==> config.mk <==
export PLATFORM = sky130hd
export DESIGN_NAME = serial_adder
export DESIGN_NICKNAME = d
export VERILOG_FILES = /design/src/rtl/serial_adder_pkg.sv /design/src/rtl/full_adder.sv /design/src/rtl/half_adder.sv /design/src/rtl/serial_adder.sv
export SDC_FILE = /design/constraint.sdc
export NUM_CORES = 1
export LEC_CHECK = 0
export CAP_MARGIN = 20
export CELL_PAD_IN_SITES_DETAIL_PLACEMENT = 2
export CELL_PAD_IN_SITES_GLOBAL_PLACEMENT = 2
export CORE_ASPECT_RATIO = 1.5
export CORE_MARGIN = 2
export CORE_UTILIZATION = 31
export DETAILED_ROUTE_END_ITERATION = 12
export PLACE_DENSITY_LB_ADDON = 0.25
export SLEW_MARGIN = 20
export SYNTH_ARGS = -nofsm -noshare
export SYNTH_HDL_FRONTEND = slang
export SYNTH_SLANG_ARGS = --single-unit
==> constraint.sdc <==
create_clock -name clock -period 1.7 [get_ports clock]
set_input_delay 0.255 -clock clock [delete_from_list [all_inputs] [get_ports clock]]
set_output_delay 0.255 -clock clock [all_outputs]
set_load 0.005 [all_outputs]
==> src/rtl/serial_adder_pkg.sv <==
// serial_adder shared types: FSM state encoding and step/counter sizing.
// Optional feature macro used by this block: SERIAL_ADDER_OVERFLOW_EN.
package serial_adder_pkg;

    typedef enum logic [1:0] {
        IDLE = 2'd0,
        RUN  = 2'd1,
        DONE = 2'd2
    } state_t;

    // Number of digit steps needed to cover the full operand width.
    function automatic int steps_f(input int width, input int digit);
        return width / digit;
    endfunction

    // Step counter width, never narrower than one bit.
    function automatic int cnt_w_f(input int steps);
        return (steps <= 2) ? 1 : $clog2(steps);
    endfunction

endpackage

==> src/rtl/full_adder.sv <==
// full_adder: two half_adders plus an OR for the carry.
// Chained DIGIT times inside serial_adder to form one digit slice.
module full_adder (
    input  logic a,
    input  logic b,
    input  logic cin,
    output logic s,
    output logic cout
);

    logic w_s0;
    logic w_c0;
    logic w_c1;

    half_adder u_ha0 (
        .a (a),
        .b (b),
        .s (w_s0),
        .c (w_c0)
    );

    half_adder u_ha1 (
        .a (w_s0),
        .b (cin),
        .s (s),
        .c (w_c1)
    );

    assign cout = w_c0 | w_c1;

endmodule

==> src/rtl/half_adder.sv <==
// half_adder: one-bit sum and carry of two inputs.
// Building block of full_adder.
module half_adder (
    input  logic a,
    input  logic b,
    output logic s,
    output logic c
);

    assign s = a ^ b;
    assign c = a & b;

endmodule

==> src/rtl/serial_adder.sv <==
// serial_adder: multi-cycle add/subtract, DIGIT bits per clock, valid/ready on both sides.
// Define SERIAL_ADDER_OVERFLOW_EN to add the registered signed-overflow output.
module serial_adder
    import serial_adder_pkg::*;
#(
    parameter int WIDTH = 8,
    parameter int DIGIT = 1
) (
    input  logic             clock,
    input  logic             reset_n,
    input  logic             in_valid,
    output logic             in_ready,
    input  logic [WIDTH-1:0] a,
    input  logic [WIDTH-1:0] b,
    input  logic             sub,
    output logic             out_valid,
    input  logic             out_ready,
    output logic [WIDTH-1:0] sum,
    output logic             carry_out
`ifdef SERIAL_ADDER_OVERFLOW_EN
    ,
    output logic             overflow
`endif
);

    localparam int STEPS = steps_f(WIDTH, DIGIT);
    localparam int CW    = cnt_w_f(STEPS);

    state_t           r_state;
    state_t           w_next;
    logic [WIDTH-1:0] r_op_a;
    logic [WIDTH-1:0] r_op_b;
    logic [WIDTH-1:0] r_sum;
    logic             r_carry;
    logic [CW-1:0]    r_count;
    logic             w_accept;
    logic             w_last;
    logic [DIGIT:0]   w_c;
    logic [DIGIT-1:0] w_s;

    assign in_ready = (r_state == IDLE) | ((r_state == DONE) & out_ready);
    assign w_accept = in_valid & in_ready;
    assign w_last   = (r_count == CW'(STEPS - 1));
    assign w_c[0]   = r_carry;

    for (genvar gi = 0; gi < DIGIT; gi++) begin : g_slice
        full_adder u_fa (
            .a    (r_op_a[gi]),
            .b    (r_op_b[gi]),
            .cin  (w_c[gi]),
            .s    (w_s[gi]),
            .cout (w_c[gi+1])
        );
    end

    // State register.
    always_ff @(posedge clock or negedge reset_n) begin
        if (!reset_n) begin
            r_state <= IDLE;
        end else begin
            r_state <= w_next;
        end
    end

    // Next-state: a DONE result consumed together with new operands goes straight to RUN.
    always_comb begin
        w_next = r_state;
        unique case (r_state)
            IDLE: if (w_accept) w_next = RUN;
            RUN:  if (w_last) w_next = DONE;
            DONE: if (out_ready) w_next = w_accept ? RUN : IDLE;
            default: w_next = IDLE;
        endcase
    end

    // Operand latch on accept, then one digit per RUN cycle shifted into sum from the top.
    always_ff @(posedge clock or negedge reset_n) begin
        if (!reset_n) begin
            r_op_a  <= '0;
            r_op_b  <= '0;
            r_sum   <= '0;
            r_carry <= 1'b0;
            r_count <= '0;
        end else if (w_accept) begin
            r_op_a  <= a;
            r_op_b  <= b ^ {WIDTH{sub}};
            r_carry <= sub;
            r_count <= '0;
        end else if (r_state == RUN) begin
            r_op_a  <= r_op_a >> DIGIT;
            r_op_b  <= r_op_b >> DIGIT;
            r_sum   <= WIDTH'({w_s, r_sum} >> DIGIT);
            r_carry <= w_c[DIGIT];
            r_count <= r_count + CW'(1);
        end
    end

`ifdef SERIAL_ADDER_OVERFLOW_EN
    logic r_ovf;

    // Signed overflow: carry into the MSB differs from carry out of it on the final step.
    always_ff @(posedge clock or negedge reset_n) begin
        if (!reset_n) begin
            r_ovf <= 1'b0;
        end else if ((r_state == RUN) && w_last) begin
            r_ovf <= w_c[DIGIT-1] ^ w_c[DIGIT];
        end
    end

    assign overflow = r_ovf;
`endif

    assign out_valid = (r_state == DONE);
    assign sum       = r_sum;
    assign carry_out = r_carry;

endmodule
==> metrics <==
status completed; Ys Warns 0; die height 87.9 µm; initial antenna violation count 0; HPWL Detailed 2520 µm; synthesized area 1450 µm²; IO buf count 31; FP Rows 30; power per cell area 1680 nW/µm²; CTS tree yes; RSZ-0062 raised after global routing false; Longest Clk Path Bufs 2; Tmin final 1.61 ns; max_cap viols 0; Post-Synth XOR/XNOR Area 0.0542; Cells after Synth 142; RR Startpoint r_state[1]$_DFFE_PN0P_; Die Span X 59.9 µm; final net count 202; Layout Area Growth over Synthesis 33.0%; Setup Buffers After CTS 0; register area share after synthesis 0.516; Mean Syn Cell Area 10.2 µm²; VDD IR max 583 µV; post-synthesis mux area share 0.0757; main combinational cell family by area after synthesis simple AND/OR/NAND/NOR gates; global-route wire length before repair 6120 µm; via count 1144; DR DRC count 0; final instance area 1930 µm²; critical path required time 1.44 ns; Routed Antenna Nets 0; Clock Skew 0.00703 ns; Worst-path clk slew 0.06 ns; actual slew at the worst max-slew pin 0.403 ns; CP arrival 1.36 ns; TritonCTS Buffers 5; Critical Path Start r_state[1]$_DFFE_PN0P_; n_diodes 0; startpoint types flop; first-pass detailed-route iteration total 4; initial core utilization 0.323; slew margin rel. 0.731; Routed WL per cell 15.7 µm; smallest hold slack 0.367 ns; post-synthesis cell type with the largest combined area dfrtp_1; H-tree levels 2; Util after Layout 0.429; worst skew pair latency 0.29 ns; Die ar. 5270 µm²; Total Wirelength 3570 µm; fmax 620 MHz; gpl congestion 0.714; Yosys cell types 26; final setup violation count 0; Resized cells post-CTS 2; Worst setup EP type primary output; Placed Area 1820 µm²; setup_tns 0 ns; 1st-iter DRT viols 24; GR Util All Layers 0.159; Root Buffer clkbuf_8; Setup CP Type flop to primary output; Final Hold Fails 0; Simple-Gate Fraction of Synth Area 0.179; FF+latch count, synth 30; fraction of layout cells with a size suffix above 1 0.117; Core ar. 4500 µm²; final worst slack 0.0879 ns; Ports 32; vias per inst 5.04; Synth area leaders dfrtp_1, nand2_1, mux2i_1; CTS Hold Bufs 0; compound-cell area share of the yosys netlist 0.0938; Max Slew Vio Count 0; # clock sinks 30; P_leak 0.881 nW; Syn Nets 166; Tcrit/Tclk final 0.948; dpl ws -0.0140 ns; number of global-route vias before repair 1263; total gr overflow 0; Synth top area share 0.516; HP Class input port to asynchronous set/reset pin; largest net degree at the start of global routing 31; worst-path fanout max 4; Post-Synth Adder-Cell Area 0.0310
metrics by stage:
| step | total power [mW] | instances |
|---|---|---|
| after floorplan | 2.03 | 142 |
| after global placement | 2.48 | 219 |
| after detailed placement | 2.58 | 219 |
| after CTS | 3.32 | 227 |
| after global routing | 3.54 | 227 |
| final | 3.24 | 227 |
report_power, final:
part	total [mW]	internal (mW)	switching, mW
Sequential	1.23	1.02	0.203
Combinational	1.31	0.670	0.635
Clock	0.712	0.431	0.281
flip-flops by register name, indices dropped and copies added, names as in the netlist:
signal and count:
r_op_a 8, r_count 3, carry_out 1, r_op_b 8
r_state 2, sum 8
synthesized netlist by cell type:
cell type / n
nand2_1: 31
dfrtp_1: 30
nand3_1: 13
o21ai_0: 13
mux2i_1: 11
xor2_1: 8
a221o_1: 4
and2_1: 4
buf_2: 3
buf_4: 3
a21oi_1: 2
buf_6: 2
clkbuf_1: 2
ha_1: 2
nand2b_1: 2
nor2b_1: 2
a21oi_2: 1
and2_4: 1
and2b_1: 1
clkbuf_2: 1
fa_1: 1
nor2_1: 1
nor2b_2: 1
o21ai_1: 1
o21bai_1: 1
xnor2_1: 1
worst paths after layout:
kind,endpoint,slack [ns],depth (start not counted)
worst max register to register,r_op_b[0]$_DFFE_PN0P_,0.24,3
worst max-delay path,out_valid,0.09,2
min in group clock,sum[4]$_DFFE_PN0P_,0.50,2
worst min register to register,sum[4]$_DFFE_PN0P_,0.50,2
max in group asynchronous,sum[2]$_DFFE_PN0P_,1.03,2
worst min-delay path,sum[1]$_DFFE_PN0P_,0.37,2
routing by layer:
metal / vias up / GRT usage / part of all wire
met3: 7 / 0.0443 / 0.039
li1: 545 / - / -
met4: 0 / 0.0667 / 0.021
met5: - / 0 / 0
met1: 564 / 0.178 / 0.40
met2: 28 / 0.278 / 0.54
worst max-delay path: stages (launching register included):
cell and delay [ns]:
dfrtp_1 0.43, nor2b_1 0.15, clkdlybuf4s50_1 0.50
cell usage in the layout (no fill, tap or decap):
cell type | Yosys | final
nor2b_2 | 1 | 1
a221o_1 | 4 | 4
clkinv_2 | 0 | 2
nand2_1 | 31 | 31
xnor2_1 | 1 | 1
nor2b_1 | 2 | 2
clkbuf_8 | 0 | 5
nand3_1 | 13 | 13
clkdlybuf4s50_1 | 0 | 30
and2_4 | 1 | 1
o21ai_1 | 1 | 1
dlygate4sd2_1 | 0 | 1
a21oi_2 | 1 | 1
dfrtp_1 | 30 | 30
nor2_1 | 1 | 1
o21ai_0 | 13 | 13
o21bai_1 | 1 | 1
and2b_1 | 1 | 1
buf_4 | 3 | 9
mux2i_1 | 11 | 11
ha_1 | 2 | 2
and2_1 | 4 | 4
bufinv_16 | 0 | 1
xor2_1 | 8 | 8
a21oi_1 | 2 | 2
fa_1 | 1 | 1
nand2b_1 | 2 | 1
nand2b_4 | 0 | 1
cell type report:
class / count / area (µm²)
Fill cell: 500 / 2570
Sequential cell: 30 / 751
Timing Repair Buffer: 40 / 377
Multi-Input combinational cell: 101 / 638
Tap cell: 48 / 60.1
Clock buffer: 5 / 68.8
Clock inverter: 3 / 40.0
logic make-up after synthesis:
| kind of cell | Yosys count |
|---|---|
| and+or+nand+nor | 56 |
| buffers and inverters | 11 |
| muxes | 11 |
| AOI/OAI and AO/OA | 22 |
| adders and majority gates | 3 |
| DFF | 30 |
| xor gates and xnor gates | 9 |
Note: power is estimated with default switching activity, not from simulation.
